$ cat src/rtl/mix_columns_seq.sv
// Column-serial AES MixColumns controller.
// One 32-bit MixColumn unit is reused over the four state columns.

module mix_column (
    input  logic [31:0] col_i,
    output logic [31:0] col_o
);

    function automatic logic [7:0] xtime(input logic [7:0] b);
        return {b[6:0], 1'b0} ^ (b[7] ? 8'h1b : 8'h00);
    endfunction

    logic [7:0] a0, a1, a2, a3;
    logic [7:0] x0, x1, x2, x3;

    assign a0 = col_i[31:24];
    assign a1 = col_i[23:16];
    assign a2 = col_i[15:8];
    assign a3 = col_i[7:0];

    assign x0 = xtime(a0);
    assign x1 = xtime(a1);
    assign x2 = xtime(a2);
    assign x3 = xtime(a3);

    // 3*a is xtime(a)^a; each row is the circulant {2,3,1,1}
    assign col_o[31:24] = x0 ^ (x1 ^ a1) ^ a2 ^ a3;
    assign col_o[23:16] = a0 ^ x1 ^ (x2 ^ a2) ^ a3;
    assign col_o[15:8]  = a0 ^ a1 ^ x2 ^ (x3 ^ a3);
    assign col_o[7:0]   = (x0 ^ a0) ^ a1 ^ a2 ^ x3;

endmodule

module mix_columns_seq (
    input  logic         clk,
    input  logic         rst_n,
    input  logic         in_valid,
    output logic         in_ready,
    input  logic [127:0] in_state,
    input  logic         in_bypass,
    output logic         out_valid,
    input  logic         out_ready,
    output logic [127:0] out_state,
    output logic         busy
);

    typedef enum logic [1:0] {
        IDLE = 2'd0,
        BUSY = 2'd1,
        DONE = 2'd2
    } state_e;

    state_e       state_q, state_d;
    logic [1:0]   col_q, col_d;
    logic [127:0] st_q, st_d;
    logic [31:0]  mc_in, mc_out;
    logic [127:0] st_mixed;

    // Pick column col of the state for the shared MixColumn unit
    always_comb begin
        mc_in = 32'h0;
        unique case (col_q)
            2'd0: mc_in = st_q[127:96];
            2'd1: mc_in = st_q[95:64];
            2'd2: mc_in = st_q[63:32];
            2'd3: mc_in = st_q[31:0];
            default: mc_in = 32'h0;
        endcase
    end

    mix_column u_mix (
        .col_i (mc_in),
        .col_o (mc_out)
    );

    // State with column col replaced by its mixed value
    always_comb begin
        st_mixed = st_q;
        unique case (col_q)
            2'd0: st_mixed[127:96] = mc_out;
            2'd1: st_mixed[95:64]  = mc_out;
            2'd2: st_mixed[63:32]  = mc_out;
            2'd3: st_mixed[31:0]   = mc_out;
            default: st_mixed = st_q;
        endcase
    end

    // Next-state, handshake outputs and datapath updates
    always_comb begin
        state_d   = state_q;
        col_d     = col_q;
        st_d      = st_q;
        in_ready  = 1'b0;
        out_valid = 1'b0;
        unique case (state_q)
            IDLE: begin
                in_ready = 1'b1;
            end
            BUSY: begin
                st_d  = st_mixed;
                col_d = col_q + 2'd1;
                if (col_q == 2'd3) begin
                    state_d = DONE;
                end
            end
            DONE: begin
                out_valid = 1'b1;
                in_ready  = out_ready;
                if (out_ready) begin
                    state_d = IDLE;
                end
            end
            default: begin
                state_d = IDLE;
            end
        endcase
        // Accept from IDLE, or from DONE in the same cycle as the drain
        if (in_valid && in_ready) begin
            st_d    = in_state;
            col_d   = 2'd0;
            state_d = in_bypass ? DONE : BUSY;
        end
    end

    // State registers with synchronous active-low reset
    always_ff @(posedge clk) begin
        if (!rst_n) begin
            state_q <= IDLE;
            col_q   <= 2'd0;
            st_q    <= 128'h0;
        end else begin
            state_q <= state_d;
            col_q   <= col_d;
            st_q    <= st_d;
        end
    end

    assign out_state = st_q;
    assign busy      = (state_q == BUSY);

endmodule

$ cat config.mk
export PLATFORM = sky130hd
export DESIGN_NAME = mix_columns_seq
export DESIGN_NICKNAME = d
export VERILOG_FILES = /design/src/rtl/mix_columns_seq.sv
export SDC_FILE = /design/constraint.sdc
export NUM_CORES = 1
export LEC_CHECK = 0
export CORE_ASPECT_RATIO = 0.9
export CORE_MARGIN = 1
export CORE_UTILIZATION = 38
export CTS_CLUSTER_DIAMETER = 60
export DETAILED_ROUTE_END_ITERATION = 10
export PLACE_DENSITY = 0.76
export SLEW_MARGIN = 0
export SYNTH_ARGS = -nofsm -noshare
export SYNTH_HDL_FRONTEND = slang
export SYNTH_SLANG_ARGS = --single-unit
export TNS_END_PERCENT = 20
$ cat constraint.sdc
create_clock -name clk -period 6.9 [get_ports clk]
set_input_delay 1.035 -clock clk [delete_from_list [all_inputs] [get_ports clk]]
set_output_delay 1.035 -clock clk [all_outputs]
set_load 0.02 [all_outputs]
==> results of run 1 <==
-- routing by layer --
layer	track usage [%]	vias up	routed length, um
met1	37.7	4181	13200
li1	-	3866	-
met5	0	-	11
met2	49.9	567	15900
met4	11.4	2	1130
met3	6.18	78	2980
-- layout make-up --
cell class | instances | area (um^2)
tap | 286 | 358
inverter | 5 | 18.8
clock buffer | 18 | 429
fill | 1902 | 9310
timing repair buffer | 284 | 2790
multi-input combinational | 682 | 5120
sequential | 132 | 2640
clock inverter | 14 | 224
-- registers in the layout (all words and copies together), names as in the netlist --
signal and cells:
state_q 2, col_q 2, out_state 128
-- where the power goes --
group / leakage, nW / internal [mW] / switching (mW)
Sequential: 1.10 / 0.847 / 0.116
Combinational: 2.76 / 0.619 / 0.863
Clock: 0.315 / 0.646 / 0.370
Total: 4.17 / 2.11 / 1.35
-- path summary, 6_finish.rpt --
kind | from | end | slack (ps) | depth (start not counted)
min | out_state[86] | out_state[86] | 560 | 1
max reg2reg | col_q[1] | out_state[33] | 3380 | 9
max | col_q[1] | out_state[33] | 3380 | 9
min reg2reg | out_state[86] | out_state[86] | 560 | 1
-- per-stage QoR --
stage / utilization [%] / hold slack (ps) / area, um^2 / setup WS (ps)
finish: 55.4 / 555 / 11600 / 3380
global route: 55.4 / 585 / 11600 / 3210
CTS: 55.4 / 556 / 11600 / 3430
detailed placement: 52.3 / 542 / 10900 / 3270
global placement: 52.3 / 530 / 10900 / 3330
floorplan: - / 538 / 8120 / 4170
-- cells in the final DEF, fill, tap and decap left out, types with 3 or more instances in the layout --
master	Yosys	routed
xor2_1	68	68
nor4_1	3	3
a22oi_1	12	12
or4_1	3	3
nand4_1	3	3
a21oi_1	116	116
ha_1	4	3
mux2i_1	5	5
a222oi_1	39	39
o21ai_0	27	27
nand3_1	7	7
a22o_1	3	3
xnor3_1	8	8
clkinv_4	0	4
bufinv_16	0	5
o21a_1	12	12
o31ai_1	3	3
mux2_2	5	5
inv_1	4	4
dfxtp_1	132	132
o21ai_2	3	5
clkbuf_16	0	17
nor2_1	55	55
buf_4	2	22
o22ai_1	4	4
clkdlybuf4s50_1	0	262
xnor2_1	107	107
xor3_1	4	4
and2_1	17	17
nand2b_1	13	13
inv_6	0	3
nand2_1	28	28
a31oi_1	3	3
o221ai_1	93	93
a221oi_1	6	6
-- kinds of logic (layout without fill, tap and decap cells) --
logic type               count (synthesis)  count (layout)  synth area share, %
AND/OR/NAND/NOR                        137             137                 7.94
XOR/XNOR                               188             188                 22.5
adder cells (fa/ha/maj)                  4               4                0.616
AO/OA/AOI/OAI                          341             341                 30.0
multiplexers                            12              12                 1.76
flip-flops                             132             132                 32.5
buffers and inverters                   91             321                 4.67
-- critical path, stage by stage (launching register included) --
cell and delay [ps]:
dfxtp_1 350, inv_1 90, ha_1 330, buf_4 310
a222oi_1 580, xnor2_1 220, mux2i_1 610, xnor3_1 630
o21a_1 230, nor2_1 80
==> run metrics, run 1 <==
status finished clean; Yosys top cell by area dfxtp_1; synthesized area per cell 8.97 um^2; Layout area overhead 42.6%; later-pin clock latency in the skew report 430 ps; Pleak 4.17 nW; DP HPWL 24000 um; global route overflow 0; synth cell count leaders dfxtp_1, a21oi_1, xnor2_1; largest net degree at the start of global routing 85; # resized after CTS 0; f_max 284 MHz; H-tree levels 4; Post-synth EDFFs 0; Final min period 3520 ps; Post-Route Skew 11.7 ps; Antenna Violating Nets Remaining 0; TritonCTS Buffers 17; Placed Instances 1389; initial antenna violation count 1; Synth async-reset ratio 0%; setup TNS 0 ps; final hold violations 0; global-route wire length before repair 49900 um; core area 0.0209 mm^2; CTS sink cnt 132; drt via density 6.12; synth unique cells 57; Crit Path Class register to register; drt drc 0; NumNets Final 1259; Worst-Margin Slew 1170 ps; Layout Cells excl Fill 1421; Die W 156 um; Max Cap Viol 0; vias 8694; Pins Over Slew Limit 0; DRT Pass-1 Iters 9; synth top area cells dfxtp_1, xnor2_1, o221ai_1; Ys Warns 0; largest fanout on the critical path 28; starting density of the core 38.9%; Post-Syn Area 0.00812 mm^2; Pwr Density 299 mW/mm^2; Worst-path clk slew 60 ps; Post-Synthesis Cells 905; period utilization 51.1%; fraction of layout cells with a size suffix above 1 6.34%; maximum VDD drop 0.154 mV; DRT Wirelength 33200 um; most frequent cell after synthesis dfxtp_1; critical path launch point type register; CTS tree yes; Max transition margin 21.9%; final setup vio count 0; top-level I/O count 264; Iter 0 DRT Violations 1232; CTS Hold Bufs 0; Worst Path Arrival 3880 ps; ys flop type dfxtp_1; routed len/inst 23.4 um; DIE AREA 0.0220 mm^2; PortBufs 263; Mapped Nets 1042; number of global-route vias before repair 8575; clk buf depth 2; Tot Pwr 3.46 mW; Seq/Total Area, Yosys 32.5%; antenna cells 0; gr usage total 29.9%; root buf cell clkbuf_16; CP required 7260 ps; RSZ-0062 raised after global routing no; post-CTS setup repair buffer count 0; Die H 141 um; type of the tightest min-delay check register to register; flops & latches, synth 132; FP Rows 50; routability cong. 0.950; crit end category register; Synth top area share 32.5%
No activity file was read; power rests on OpenSTA's default activity.
==> inputs of run 2 (changes only) <==
Clock period 6.9 ns to 3.25 ns, I/O delays scaled along.
==> run metrics, run 2 (synthesis gave the netlist of run 1 again) <==
Worst Path Arrival 3500 ps (was 3880 ps); worst reg2reg endpoint out_state[33] (unchanged); FP Rows 50 (unchanged); H-tree levels 4 (unchanged); CP required 3620 ps (was 7260 ps); grt met2 use 50.3% (was 49.9%); TritonCTS Buffers 17 (unchanged); Layout fillers 1844 (was 1902); commonest non-fill, non-tap cell in the layout clkdlybuf4s50_1 (unchanged); largest net degree at the start of global routing 70 (was 85); fraction of layout cells with a size suffix above 1 10.1% (was 6.34%); Slowest cell on crit path a222oi_1 (was xnor3_1); core area 0.0209 mm^2 (unchanged); HP Start out_state[70] (was out_state[86]); Max Cap Viol 0 (unchanged); DRT Pass-1 Iters 9 (unchanged); largest fanout on the critical path 17 (was 28); CTS tree yes (unchanged); Pins Over Slew Limit 0 (unchanged); period utilization 96.3% (was 51.1%); crit path from col_q[0] (was col_q[1]); commonest non-fill, non-tap cells in the layout clkdlybuf4s50_1, dfxtp_1, a21oi_1, xnor2_1, o221ai_1 (unchanged); Die W 156 um (unchanged); antenna cells 0 (unchanged); top-level I/O count 264 (unchanged); Net Sw Power 2.87 mW (was 1.35 mW); Layout area overhead 47.3% (was 42.6%); CTS sink cnt 132 (unchanged); pre-CTS setup slack 213 ps (was 3270 ps); RSZ-0062 raised after global routing no (unchanged); clk buf depth 2 (unchanged); final setup vio count 0 (unchanged); final hold violations 0 (unchanged); Max transition margin 21.8% (was 21.9%); internal cell power 4.61 mW (was 2.11 mW); sequence of cells on the critical path inv_1 > ha_2 > buf_12 > a222oi_1 > buf_4 > xnor2_1 > mux2i_1 > buf_4 > xnor3_2 > o21a_1 > nor2_1 (was inv_1 > ha_1 > buf_4 > a222oi_1 > xnor2_1 > mux2i_1 > xnor3_1 > o21a_1 > nor2_1); number of global-route vias before repair 8829 (was 8575); routed len/inst 23.3 um (was 23.4 um); Crit Path Class register to register (unchanged); global route overflow 0 (unchanged); initial antenna violation count 0 (was 1); starting density of the core 38.9% (unchanged); Final min period 3130 ps (was 3520 ps); Final WS setup 121 ps (was 3380 ps); setup TNS 0 ps (unchanged); Worst-Margin Slew 1170 ps (about the same); global-route wire length before repair 50500 um (was 49900 um); worst r2r src col_q[0] (was col_q[1]); later-pin clock latency in the skew report 430 ps (about the same); gr usage total 30.2% (was 29.9%); drt drc 0 (unchanged); R2R setup slack 120 ps (was 3380 ps); busiest grt layer met2 (unchanged); met3 GRT Util 6.79% (was 6.18%); routability cong. 0.960 (was 0.950); Tot Pwr 7.48 mW (was 3.46 mW); Post-Route Skew 9.79 ps (was 11.7 ps); type of the tightest min-delay check register to register (unchanged); cell family with most CP delay compound AO/OA/AOI/OAI gates (was XOR/XNOR gates); vias 8967 (was 8694); DIE AREA 0.0220 mm^2 (unchanged); Antenna Violating Nets Remaining 0 (unchanged); Pleak 4.39 nW (was 4.17 nW); switch share 38.3% (was 39.0%); Largest stage delay, worst path 540 ps (was 630 ps); DRT Wirelength 34100 um (was 33200 um); clock group share of total power 29.2% (was 29.4%); NumNets Final 1301 (was 1259); crit path capture out_state[33] (unchanged); drt via density 6.13 (was 6.12); maximum VDD drop 0.279 mV (was 0.154 mV); Iter 0 DRT Violations 1027 (was 1232); worst-case reg-to-reg path depth 11 (was 9); Final Util 57.2% (was 55.4%); CP most frequent cell buf_4; part of the power in registers 27.6% (was 27.8%); crit end category register (unchanged); WP depth 11 (was 9); status finished clean (unchanged); critical path launch point type register (unchanged); power share of the combinational group 43.2% (was 42.8%); Die H 141 um (unchanged); number of flip-flops in the largest register 128 (unchanged); global routing usage on met1 36.5% (was 37.7%); Pwr Density 625 mW/mm^2 (was 299 mW/mm^2); root buf cell clkbuf_16 (unchanged); Worst-path clk slew 60 ps (about the same); DP HPWL 24900 um (was 24000 um); WP buf/inv 4 (was 2); f_max 320 MHz (was 284 MHz); PortBufs 263 (unchanged)
==> run 2: cell types whose count changed in the layout (fill, tap and decap cells not counted), moves of 2 or more <==
cell / previous run / this run
xnor3_1: 8 / 6
clkinv_4: 4 / 1
xnor3_2: 0 / 2
clkinv_2: 1 / 3
buf_4: 22 / 61
buf_12: 0 / 3
clkbuf_8: 0 / 3
==> run 2: power groups by stage <==
| stage | registers (mW) | logic [mW] | clock network, mW |
|---|---|---|---|
| after global routing | 2.08 | 3.39 | 2.25 |
| after floorplan | 2.19 | 1.73 | 0 |
| final | 2.06 | 3.23 | 2.19 |
| after detailed placement | 2.09 | 3.13 | 0 |
| after CTS | 2.05 | 3.16 | 2.18 |
| after global placement | 2.09 | 3.10 | 0 |
==> run 2: metrics by stage <==
step / hold slack, ps / instance area [um^2] / instances
finish: 557 / 12000 / 1463
global placement: 527 / 11300 / 1430
global route: 577 / 12000 / 1463
floorplan: 538 / 8120 / 905
CTS: 549 / 11900 / 1462
detailed placement: 533 / 11300 / 1430
==> run 2: what timing repair did <==
item	in CTS	in global routing
hold buffers	0	0
gates resized for setup	0	4
endpoints found under the hold margin	0	0
endpoints found under the setup margin	0	6
buffers inserted	0	1
==> run 2: how the worst min path moves through the flow <==
stage                                to  slack (ps)  cells after the start
after floorplan                col_q[0]         540                      2
after global placement    out_state[86]         530                      1
after detailed placement  out_state[70]         530                      1
after CTS                 out_state[70]         550                      1
after global routing      out_state[70]         580                      1
final                     out_state[70]         560                      1
==> run 2: cell type report <==
class / instances / area (um^2) / area share, %
Inverter: 5 / 18.8 / 0.157
Clock inverter: 12 / 199 / 1.66
Timing Repair Buffer: 326 / 3140 / 26.3
Sequential cell: 132 / 2640 / 22.1
Tap cell: 286 / 358 / 2.99
Multi-Input combinational cell: 682 / 5130 / 42.9
Clock buffer: 20 / 467 / 3.90
==> run 2: layer usage <==
| metal | up-vias | wire length (um) |
|---|---|---|
| li1 | 3948 | - |
| met4 | 0 | 1680 |
| met1 | 4316 | 13300 |
| met5 | - | 0 |
| met3 | 119 | 3050 |
| met2 | 584 | 16100 |
